$ cat src/rtl/tdc_cali_pkg.sv
// Shared types and helpers for the TDC auto-calibration block: FSM states,
// default widths and the saturating bin increment.
package tdc_cali_pkg;

  typedef enum logic [2:0] {
    IDLE,
    CLEAR,
    SETTLE,
    ACQUIRE,
    DONE
  } cali_state_e;

  localparam int unsigned CODE_W_DEF = 7;
  localparam int unsigned CNT_W_DEF  = 16;

  // Callers zero-extend into 32 bits and truncate the result back to CNT_W.
  function automatic logic [31:0] sat_inc(input logic [31:0] val,
                                          input logic [31:0] max_val);
    return (val >= max_val) ? max_val : val + 32'd1;
  endfunction

endpackage

$ cat src/rtl/tdc_hist_ram.sv
// Histogram storage: simple dual-port RAM, one write port, registered read (1 cycle).
// Read-during-write to the same address returns the old word; the caller forwards around it.
module tdc_hist_ram #(
  parameter int unsigned AW = 7,
  parameter int unsigned DW = 16
) (
  input  logic          clk,
  input  logic          we,
  input  logic [AW-1:0] waddr,
  input  logic [DW-1:0] wdata,
  input  logic          re,
  input  logic [AW-1:0] raddr,
  output logic [DW-1:0] rdata
);

  logic [DW-1:0] mem [0:(1 << AW) - 1];
  logic [DW-1:0] rd_dat_q;

  always_ff @(posedge clk) begin
    if (we) begin
      mem[waddr] <= wdata;
    end
    if (re) begin
      rd_dat_q <= mem[raddr];
    end
  end

  assign rdata = rd_dat_q;

endmodule

$ cat src/rtl/tdc_cali_ctrl.sv
// Calibration sequencer: CLEAR -> SETTLE -> ACQUIRE N_HITS code-density hits -> DONE; o_done 2 cycles after last hit,
// reads 1 cycle and IDLE-only, hits accepted every cycle. Define TDC_CALI_TIMEOUT_EN for the ACQUIRE timeout.
module tdc_cali_ctrl
  import tdc_cali_pkg::*;
#(
  parameter int unsigned CODE_W      = CODE_W_DEF,
  parameter int unsigned CNT_W       = CNT_W_DEF,
  parameter int unsigned N_HITS      = 32768,
  parameter int unsigned SETTLE_CYC  = 4096,
  parameter int unsigned TIMEOUT_CYC = 1048576
) (
  input  logic              i_clk,
  input  logic              i_reset,
  input  logic              i_start,
  input  logic              i_hit_valid,
  input  logic [CODE_W-1:0] i_hit_code,
  input  logic              i_rd_en,
  input  logic [CODE_W-1:0] i_rd_addr,
  output logic              o_cali_control,
  output logic              o_busy,
  output logic              o_done,
  output logic              o_rd_valid,
  output logic [CNT_W-1:0]  o_rd_data,
  output logic              o_timeout
);

  localparam int unsigned      NBINS   = 1 << CODE_W;
  localparam int unsigned      SC_W    = $clog2(SETTLE_CYC + 1);
  localparam int unsigned      HC_W    = $clog2(N_HITS + 1);
  localparam logic [CNT_W-1:0] CNT_MAX = '1;

  if (N_HITS == 0 || SETTLE_CYC == 0 || TIMEOUT_CYC == 0) begin : g_bad_param
    $error("tdc_cali_ctrl: N_HITS, SETTLE_CYC and TIMEOUT_CYC must be non-zero");
  end

  cali_state_e       state_q, state_d;
  logic [CODE_W-1:0] clr_addr_q, clr_addr_d;
  logic [SC_W-1:0]   settle_cnt_q, settle_cnt_d;
  logic [HC_W-1:0]   hit_cnt_q, hit_cnt_d;
  logic              s1_vld_q, s1_vld_d;
  logic [CODE_W-1:0] s1_code_q, s1_code_d;
  logic              wr_vld_q, wr_vld_d;
  logic [CODE_W-1:0] wr_code_q, wr_code_d;
  logic [CNT_W-1:0]  wr_dat_q, wr_dat_d;
  logic              cali_q, cali_d;
  logic              done_q, done_d;
  logic              rd_vld_q, rd_vld_d;

  logic              hit_acc, last_hit, tmo_hit;
  logic [CNT_W-1:0]  rmw_base;
  logic              ram_we, ram_re;
  logic [CODE_W-1:0] ram_waddr, ram_raddr;
  logic [CNT_W-1:0]  ram_wdata, ram_rdata;

`ifdef TDC_CALI_TIMEOUT_EN
  localparam int unsigned TC_W = $clog2(TIMEOUT_CYC + 1);
  logic [TC_W-1:0] tmo_cnt_q, tmo_cnt_d;
  logic            tmo_q, tmo_d;
`endif

  always_comb begin
    state_d      = state_q;
    clr_addr_d   = clr_addr_q;
    settle_cnt_d = settle_cnt_q;
    hit_cnt_d    = hit_cnt_q;
    tmo_hit      = 1'b0;
`ifdef TDC_CALI_TIMEOUT_EN
    tmo_cnt_d    = tmo_cnt_q;
    tmo_d        = tmo_q;
`endif
    hit_acc  = (state_q == ACQUIRE) && i_hit_valid;
    last_hit = hit_acc && (hit_cnt_q == HC_W'(N_HITS - 1));

    unique case (state_q)
      IDLE: begin
        if (i_start) begin
          state_d    = CLEAR;
          clr_addr_d = '0;
`ifdef TDC_CALI_TIMEOUT_EN
          tmo_d      = 1'b0;
`endif
        end
      end
      CLEAR: begin
        clr_addr_d = clr_addr_q + CODE_W'(1);
        if (clr_addr_q == CODE_W'(NBINS - 1)) begin
          state_d      = SETTLE;
          settle_cnt_d = '0;
        end
      end
      SETTLE: begin
        settle_cnt_d = settle_cnt_q + SC_W'(1);
        if (settle_cnt_q == SC_W'(SETTLE_CYC - 1)) begin
          state_d   = ACQUIRE;
          hit_cnt_d = '0;
`ifdef TDC_CALI_TIMEOUT_EN
          tmo_cnt_d = '0;
`endif
        end
      end
      ACQUIRE: begin
        if (hit_acc) begin
          hit_cnt_d = hit_cnt_q + HC_W'(1);
        end
`ifdef TDC_CALI_TIMEOUT_EN
        // A final hit landing on the timeout cycle still counts as a normal finish.
        tmo_cnt_d = tmo_cnt_q + TC_W'(1);
        tmo_hit   = !last_hit && (tmo_cnt_q == TC_W'(TIMEOUT_CYC - 1));
        if (tmo_hit) begin
          tmo_d = 1'b1;
        end
`endif
        if (last_hit || tmo_hit) begin
          state_d = DONE;
        end
      end
      DONE: begin
        state_d = IDLE;
      end
      default: begin
        state_d = IDLE;
      end
    endcase

    cali_d   = (state_d == SETTLE) || (state_d == ACQUIRE);
    done_d   = (state_q == DONE);
    rd_vld_d = (state_q == IDLE) && i_rd_en;

    // Stage 2 forwards the previous write, which the RAM read raced against.
    rmw_base  = (wr_vld_q && (wr_code_q == s1_code_q)) ? wr_dat_q : ram_rdata;
    s1_vld_d  = hit_acc;
    s1_code_d = hit_acc ? i_hit_code : s1_code_q;
    wr_vld_d  = s1_vld_q;
    wr_code_d = s1_code_q;
    wr_dat_d  = CNT_W'(sat_inc(32'(rmw_base), 32'(CNT_MAX)));

    ram_we    = (state_q == CLEAR) || s1_vld_q;
    ram_waddr = (state_q == CLEAR) ? clr_addr_q : s1_code_q;
    ram_wdata = (state_q == CLEAR) ? '0 : wr_dat_d;
    ram_re    = hit_acc || rd_vld_d;
    ram_raddr = (state_q == IDLE) ? i_rd_addr : i_hit_code;
  end

  always_ff @(posedge i_clk or posedge i_reset) begin
    if (i_reset) begin
      state_q      <= IDLE;
      clr_addr_q   <= '0;
      settle_cnt_q <= '0;
      hit_cnt_q    <= '0;
      s1_vld_q     <= 1'b0;
      s1_code_q    <= '0;
      wr_vld_q     <= 1'b0;
      wr_code_q    <= '0;
      wr_dat_q     <= '0;
      cali_q       <= 1'b0;
      done_q       <= 1'b0;
      rd_vld_q     <= 1'b0;
    end else begin
      state_q      <= state_d;
      clr_addr_q   <= clr_addr_d;
      settle_cnt_q <= settle_cnt_d;
      hit_cnt_q    <= hit_cnt_d;
      s1_vld_q     <= s1_vld_d;
      s1_code_q    <= s1_code_d;
      wr_vld_q     <= wr_vld_d;
      wr_code_q    <= wr_code_d;
      wr_dat_q     <= wr_dat_d;
      cali_q       <= cali_d;
      done_q       <= done_d;
      rd_vld_q     <= rd_vld_d;
    end
  end

`ifdef TDC_CALI_TIMEOUT_EN
  always_ff @(posedge i_clk or posedge i_reset) begin
    if (i_reset) begin
      tmo_cnt_q <= '0;
      tmo_q     <= 1'b0;
    end else begin
      tmo_cnt_q <= tmo_cnt_d;
      tmo_q     <= tmo_d;
    end
  end

  assign o_timeout = tmo_q;
`else
  assign o_timeout = 1'b0;
`endif

  tdc_hist_ram #(
    .AW (CODE_W),
    .DW (CNT_W)
  ) u_ram (
    .clk   (i_clk),
    .we    (ram_we),
    .waddr (ram_waddr),
    .wdata (ram_wdata),
    .re    (ram_re),
    .raddr (ram_raddr),
    .rdata (ram_rdata)
  );

  assign o_cali_control = cali_q;
  assign o_busy         = (state_q == CLEAR) || (state_q == SETTLE) || (state_q == ACQUIRE);
  assign o_done         = done_q;
  assign o_rd_valid     = rd_vld_q;
  assign o_rd_data      = rd_vld_q ? ram_rdata : '0;

endmodule

$ cat config.mk
export PLATFORM = sky130hd
export DESIGN_NAME = tdc_cali_ctrl
export DESIGN_NICKNAME = d
export VERILOG_FILES = /design/src/rtl/tdc_cali_pkg.sv /design/src/rtl/tdc_hist_ram.sv /design/src/rtl/tdc_cali_ctrl.sv
export SDC_FILE = /design/constraint.sdc
export NUM_CORES = 2
export LEC_CHECK = 0
export BUFFER_PORTS_ARGS = -buffer_cell sky130_fd_sc_hd__buf_4
export CAP_MARGIN = 20
export CORE_MARGIN = 5
export CORE_UTILIZATION = 38
export CTS_BUF_LIST = sky130_fd_sc_hd__clkbuf_16
export DETAILED_ROUTE_END_ITERATION = 10
export HOLD_SLACK_MARGIN = 0.08
export SETUP_SLACK_MARGIN = 0.5
export SLEW_MARGIN = 25
export SYNTH_ARGS = -nofsm -noshare
export SYNTH_HDL_FRONTEND = slang
export SYNTH_SLANG_ARGS = --single-unit
export TNS_END_PERCENT = 30
$ cat constraint.sdc
create_clock -name i_clk -period 7.19 [get_ports i_clk]
set_input_delay 0.719 -clock i_clk [delete_from_list [all_inputs] [get_ports i_clk]]
set_output_delay 0.719 -clock i_clk [all_outputs]
set_load 0.1 [all_outputs]
==> After elaboration in Yosys (flattened, before gate mapping) <==
Memories as Yosys holds them, arrays and structs flattened. A register that Yosys moved wholly into a read port is not among the register bits.
Cells that the tools add are included.
{ "totals": {"memories": 1, "elab_cells": 68, "ff_bits": 74, "ramBits": 2048, "inputBits": 19} }
{ "op_classes": {"reduce_logical": 16, "n_addsub": 4, "n_eq_ne": 14, "n_mux": 20, "n_lt_le_gt_ge": 1} }
{ "memory_table": {"columns": ["name", "depth", "width", "read_ports", "rd_clocked_by_memory_dff", "write_ports", "line", "text"], "rows": [
  ["u_ram.mem", 128, 16, 1, 1, 1, "tdc_hist_ram.sv:16", "logic [DW-1:0] mem [0:(1 << AW) - 1];"]
]} }
{ "op_table": {"columns": ["operator", "count"], "rows": [
  ["16-bit two-way mux", 6],
  ["16-bit by 1-bit adder with 16-bit output (second input constant)", 2],
  ["16-bit case mux with 2 select lines", 1],
  ["13-bit case mux with 2 select lines", 1],
  ["7-bit two-way mux", 3],
  ["16-bit by 15-bit == test with 1-bit output (second input constant)", 1],
  ["16-bit >= comparator (second input constant)", 1],
  ["7-bit case mux with 2 select lines", 1],
  ["13-bit by 1-bit adder with 13-bit output (second input constant)", 1],
  ["13-bit by 12-bit == test with 1-bit output (second input constant)", 1],
  ["13-bit two-way mux", 1],
  ["3-bit by 2-bit == test with 1-bit output (second input constant)", 4],
  ["3-bit two-way mux", 4],
  ["3-bit case mux with 4 select lines", 1],
  ["2-bit inequality test (second input constant)", 4],
  ["7-bit by 1-bit adder with 7-bit output (second input constant)", 1],
  ["7-bit == test", 1],
  ["7-bit == test (second input constant)", 1],
  ["2-bit nonzero test", 3],
  ["1-bit logical OR", 5],
  ["1-bit logical AND", 4],
  ["2-bit AND reduction", 2],
  ["3-bit by 1-bit == test with 1-bit output (second input constant)", 1],
  ["3-bit == test (second input constant)", 1],
  ["3 further kinds", 4]
]} }

==> Depth between registers and ports, before layout <==
{ "depth": {"depth_word": 7, "mapped_depth": 15, "depth_no_buf": 13} }

==> Modules after synthesis <==
A second synthesis with hierarchy kept.
{ "hier_totals": {"cells_unflattened": 3564, "hier_area_um2": 82999.6} }
{ "by_module_without_submodules": {"columns": ["mod", "area_each_um2", "n_inst", "seq_area_each_um2", "cells_per_inst"], "rows": [
  ["tdc_hist_ram", 78683.0, 1, 61979.4, 3086],
  ["tdc_cali_ctrl", 4316.6, 1, 1851.8, 478]
]} }

==> Worst setup path after synthesis <==
OpenSTA, ideal clock, no wires.
{ "synth_timing": {"path_type": "reg2reg", "start": "register s1_code_q[6]", "end": "memory u_ram.mem[0][0], data pin", "synth_period_minus_slack_ns": 7.799, "arrival_time_ns": 6.909, "setup_ns": 0.891, "stages_incl_launch_ff": 15, "path_slack_ns": -0.609, "path_cell_list": "dfrtp_1 > xnor2_1 > nand4_1 > nor3_1 > clkbuf_1 > clkbuf_1 > mux2i_1 > inv_1 > ha_1 > and3_1 > nand3_1 > mux2i_1 > o211a_1 > inv_1 > a21oi_1"} }
{ "synth_via": {"elab_chain_cells": 6, "word_cells_on_any_way": 7, "cone_classes": "add/sub (1); order compare (1); eq/ne (1); mux (3); reduce/logical (1)"} }
{ "synth_lines": {"columns": ["item", "line", "text"], "rows": [
  ["start, declared", "tdc_cali_ctrl.sv:41", "logic [CODE_W-1:0] s1_code_q, s1_code_d;"],
  ["start signal, assigned", "tdc_cali_ctrl.sv:164", "s1_code_q <= s1_code_d;"],
  ["7-bit == test *", "tdc_cali_ctrl.sv:130", "rmw_base = (wr_vld_q && (wr_code_q == s1_code_q)) ? wr_dat_q : ram_rdata;"],
  ["1-bit logical AND *", "tdc_cali_ctrl.sv:130", null],
  ["16-bit two-way mux *", "tdc_cali_ctrl.sv:130", null],
  ["16-bit by 1-bit adder with 16-bit output or 16-bit >= comparator (tied branches)", "tdc_cali_pkg.sv:19", "return (val >= max_val) ? max_val : val + 32'd1;"],
  ["16-bit two-way mux *", "tdc_cali_pkg.sv:19", null],
  ["16-bit two-way mux *", "tdc_cali_ctrl.sv:139", "ram_wdata = (state_q == CLEAR) ? '0 : wr_dat_d;"],
  ["net ram_wdata[0]", "tdc_cali_ctrl.sv:53", "logic [CNT_W-1:0] ram_wdata, ram_rdata;"],
  ["end, declared", "tdc_hist_ram.sv:16", null]
]} }
The timed path passes the listed nets; every way through them passes the cells marked *.

==> Worst setup path after layout <==
{ "layout_timing": {"start": "register state_q[2]", "end": "register u_ram.rd_dat_q[10] (netlist: u_ram.rdata[10]), read port of u_ram.mem, data pin"} }
{ "layout_via": {"elab_chain_cells": 3, "word_cells_on_any_way": 6, "cone_classes": "eq/ne (1); mux (1); reduce/logical (4)"} }
{ "layout_lines": {"columns": ["item", "line", "text"], "rows": [
  ["start, declared", "tdc_cali_ctrl.sv:36", "cali_state_e state_q, state_d;"],
  ["start signal, assigned", "tdc_cali_ctrl.sv:159", "state_q <= state_d;"],
  ["3-bit by 2-bit == test with 1-bit output or 3-bit zero test (tied branches)", "tdc_cali_ctrl.sv:71, tdc_cali_ctrl.sv:127, tdc_cali_ctrl.sv:141", null],
  ["1-bit logical AND (on tied branches)", "tdc_cali_ctrl.sv:71, tdc_cali_ctrl.sv:127", null],
  ["1-bit logical OR", "tdc_cali_ctrl.sv:140", "ram_re = hit_acc || rd_vld_d;"],
  ["end, declared", "tdc_hist_ram.sv:17", "logic [DW-1:0] rd_dat_q;"]
]} }
Parallel ways exist; a longest one is shown, timed or not.
A chain may end at the register's enable or synchronous reset.

==> metrics.md <==
| Metric | Value |
|---|---|
| Fin crit share | `approximately three quarters` |
| Register area share after synthesis | `74.7%` |
| Die Footprint | `roughly 230000 um^2` |
| Sw Pwr | `around 5.5 mW` |
| Highest routed layer | `met5` |
| Synth Area per Inst | `~14 um^2` |
| Die Wd | `484 um` |
| Sequential power share | `53.9%` |
| Final WL | `~270000 um` |
| Sw Share | `a little over a fifth` |
| Pwr/cell area | `257 nW/um^2` |
| Final setup vio count | `0` |
| Syn Nets | `about 6200` |
| Tot Pwr | `approximately 25 mW` |
| Nets | `around 6400` |
| Yosys warns | `0` |
| Slew HR | `between 10% and 20%` |
| Data arrival, critical path | `5.90 ns` |
| Drt via density | `between 5 and 6` |
| Layout area overhead | `13.3%` |
| Register Area | `between 60000 and 70000 um^2` |
| Outcome | `finished, final reports clean` |
| Initial antenna violation count | `10` |
| Metal-1 WL | `roughly 110000 um` |
| Gr usage total | `between 20% and 30%` |
| Drt wl/cell | `28.1 um` |
| GRT overflow | `0` |
| Initial core utilization | `about two fifths` |
| Post_cts resized | `0` |
| Startpoint Class | `register` |
| WP data required | `approximately 7.8 ns` |
| Synth Instances | `about 6200` |
| Worst Tran Pin Value | `1.24 ns` |
| Die Height | `just under 500 um` |
| Skew final | `between 0.05 and 0.06 ns` |
| Port Buf Inserts | `38` |
| Peak supply drop | `about 300 uV` |
| Number of global-route vias before repair | `between 50000 and 60000` |
| Remaining DRCs | `0` |
| DR vias | `roughly 56000` |
| Site row count | `between 150 and 200` |
| CP Capture Type | `register` |
| Hpwl dp | `between 150000 and 200000 um` |
| Fillers | `about 20000` |
| Post-Syn Area | `roughly 86000 um^2` |
| Netlist cell types | `roughly 80` |
| Most frequent cells in the layout | `edfxtp_1 (2064), nand2_1 (1499), nand3_1 (374), buf_4 (294), a21oi_1 (273)` |
| Reg clk slew, reported paths | `around 0.06 ns` |
| Clock sinks | `between 2000 and 2500` |
| Initial DRT Pass Iterations | `7` |
| Tightest Hold Check Type | `in2async` |
| Int Pwr | `19.5 mW` |
| Max-slew violation count | `0` |
| ANT nets after route | `0` |
| Clock root buffer | `clkbuf_16` |
| Layout cell share with drive strength beyond 1 | `about 11%` |
| CTS buffer count | `between 200 and 250` |
| Worst-skew pair later-pin latency | `roughly 0.87 ns` |
| Number of synthesized register bits | `2138` |
| Critical path class | `reg2reg` |
| Max_cap viols | `0` |
| Static Leak | `approximately 33 nW` |
| Largest net degree at the start of global routing | `about 130` |
| Worst-path maximum fanout | `83` |
| Post-synth top flop | `edfxtp_1` |
| Met3 WL | `between 30000 and 40000 um` |
| Multi-input logic area | `between 20000 and 25000 um^2` |
| Leading cell type in the layout, fill and taps excluded | `edfxtp_1` |
| I/O Pins | `40` |
| Htree depth | `4` |
| Core area | `224000 um^2` |
| Routability cong. | `approximately 0.90` |
| Fmax | `roughly 190 MHz` |
| RSZ-0062 raised after global routing | `false` |
| Worst hold slack | `between 0.04 and 0.05 ns` |
| Combinational share of power | `4.4%` |
| Fin. Hold Viols | `0` |
| First-pass GRT wire length | `around 380000 um` |
| Initial DRC count | `between 8000 and 9000` |
| EDFF count, synth | `just over 2000` |
| Synth async-reset ratio | `under 10%` |
| Wire length on met2 | `117000 um` |
| Min cycle time layout | `around 5.3 ns` |
| CTS tree | `done` |
| Clock share of power | `between 40% and 50%` |
| Max Root-Sink Buffers | `3` |
| Setup bufs post-CTS | `0` |
final cells by class:
type | instances | share of cell area, %
clock inverter | 176 | 1.28
antenna | 3 | 0.00775
timing repair buffer | 318 | 2.74
multi-input combinational | 3677 | 20.8
clock buffer | 208 | 5.37
sequential | 2138 | 65.9
inverter | 7 | 0.0271
tap | 2992 | 3.86
critical path, cell delays in order (launching register included):
cell	delay, ns
dfrtp_1	0.80
or4b_4	0.69
nand2_8	0.71
nor2_4	0.72
nand3_1	0.13
o2111ai_1	0.37
nand4_1	0.57
a211oi_1	0.82
nand3_1	0.17
synthesized netlist by cell type, drive strengths merged, types with 13 or more instances:
| cell type | number | share of area, % |
|---|---|---|
| o2111ai | 37 | 0.38 |
| a32oi | 77 | 0.79 |
| mux2i | 189 | 2.2 |
| nand2 | 1503 | 6.6 |
| xor2 | 19 | 0.19 |
| nor3 | 36 | 0.21 |
| a2111oi | 28 | 0.29 |
| o22ai | 53 | 0.39 |
| and2 | 32 | 0.23 |
| a211oi | 118 | 1.0 |
| clkbuf | 114 | 0.50 |
| o221ai | 16 | 0.16 |
| o21ai | 79 | 0.46 |
| xnor2 | 13 | 0.13 |
| a22oi | 73 | 0.64 |
| or3 | 14 | 0.10 |
| and3 | 144 | 1.1 |
| nand3 | 374 | 2.2 |
| a31oi | 160 | 1.2 |
| nand3b | 19 | 0.17 |
| nor2 | 225 | 0.99 |
| buf | 280 | 1.7 |
| a21oi | 279 | 1.7 |
| nand4 | 39 | 0.29 |
| edfxtp | 2064 | 72 |
| mux4 | 16 | 0.42 |
| dfrtp | 74 | 2.2 |
worst paths after layout:
check,endpoint,cells past startpoint,slack [ns],start
min in group i_clk,s1_code_q[5],3,0.16,i_hit_code[5]
max in group asynchronous,settle_cnt_q[10],3,6.61,i_reset
max reg2reg,u_ram.rdata[10],8,1.87,state_q[2]
min,wr_dat_q[14],3,0.04,i_reset
min reg2reg,wr_vld_q,0,0.39,s1_vld_q
max,u_ram.rdata[10],8,1.87,state_q[2]
logic make-up (layout without fill, tap and decap cells):
| group | count (synthesis) | after routing | share of synthesized area (%) |
|---|---|---|---|
| buf+inv | 401 | 709 | 2.19 |
| simple gates | 2444 | 2444 | 12.4 |
| fa+ha+maj | 4 | 4 | 0.0585 |
| compound gates | 984 | 984 | 7.67 |
| flops | 2138 | 2138 | 74.7 |
| other cells | 1 | 4 | 0.00439 |
| mux | 212 | 212 | 2.74 |
| xor+xnor | 32 | 32 | 0.328 |
per-layer routing:
layer / vias up / global-route usage (%)
met5: - / 0
met4: 2 / 8.42
met3: 500 / 4.95
met2: 3396 / 32.4
met1: 28100 / 31.8
li1: 23700 / -
registers in the layout (all words and copies together) (netlist names):
register        count
clr_addr_q          7
hit_cnt_q          16
o_cali_control      1
o_done              1
o_rd_valid          1
s1_code_q           7
s1_vld_q            1
settle_cnt_q       13
state_q             3
u_ram.mem        2048
u_ram.rdata        16
wr_code_q           7
wr_dat_q           16
wr_vld_q            1
power by group through the flow:
stage	Sequential [mW]	Clock (mW)	Combinational, mW
floorplan	13.7	0	0.636
global placement	13.7	0	1.06
detailed placement	13.7	0	1.07
CTS	13.4	10.5	1.08
global route	13.4	11.0	1.15
finish	13.4	10.4	1.10
metrics by stage:
step                      TNS, ns  setup slack, ns  utilization, %  cell area [um^2]  instances
after floorplan           -221.66           -0.577               -             85500       6216
after global placement          0             1.94            40.2             90300       9125
after detailed placement        0             1.94            40.2             90300       9126
after CTS                       0             1.99            43.1             96800       9513
after global routing            0             1.71            43.2             96900       9516
final                           0             1.87            43.2             96900       9519
what timing repair did:
| item | in CTS | in global routing |
|---|---|---|
| hold buffers | 3 | 0 |
| endpoints found under the hold margin | 3 | 0 |
| endpoints found under the setup margin | 0 | 0 |
(Power assumes the default switching activity.)
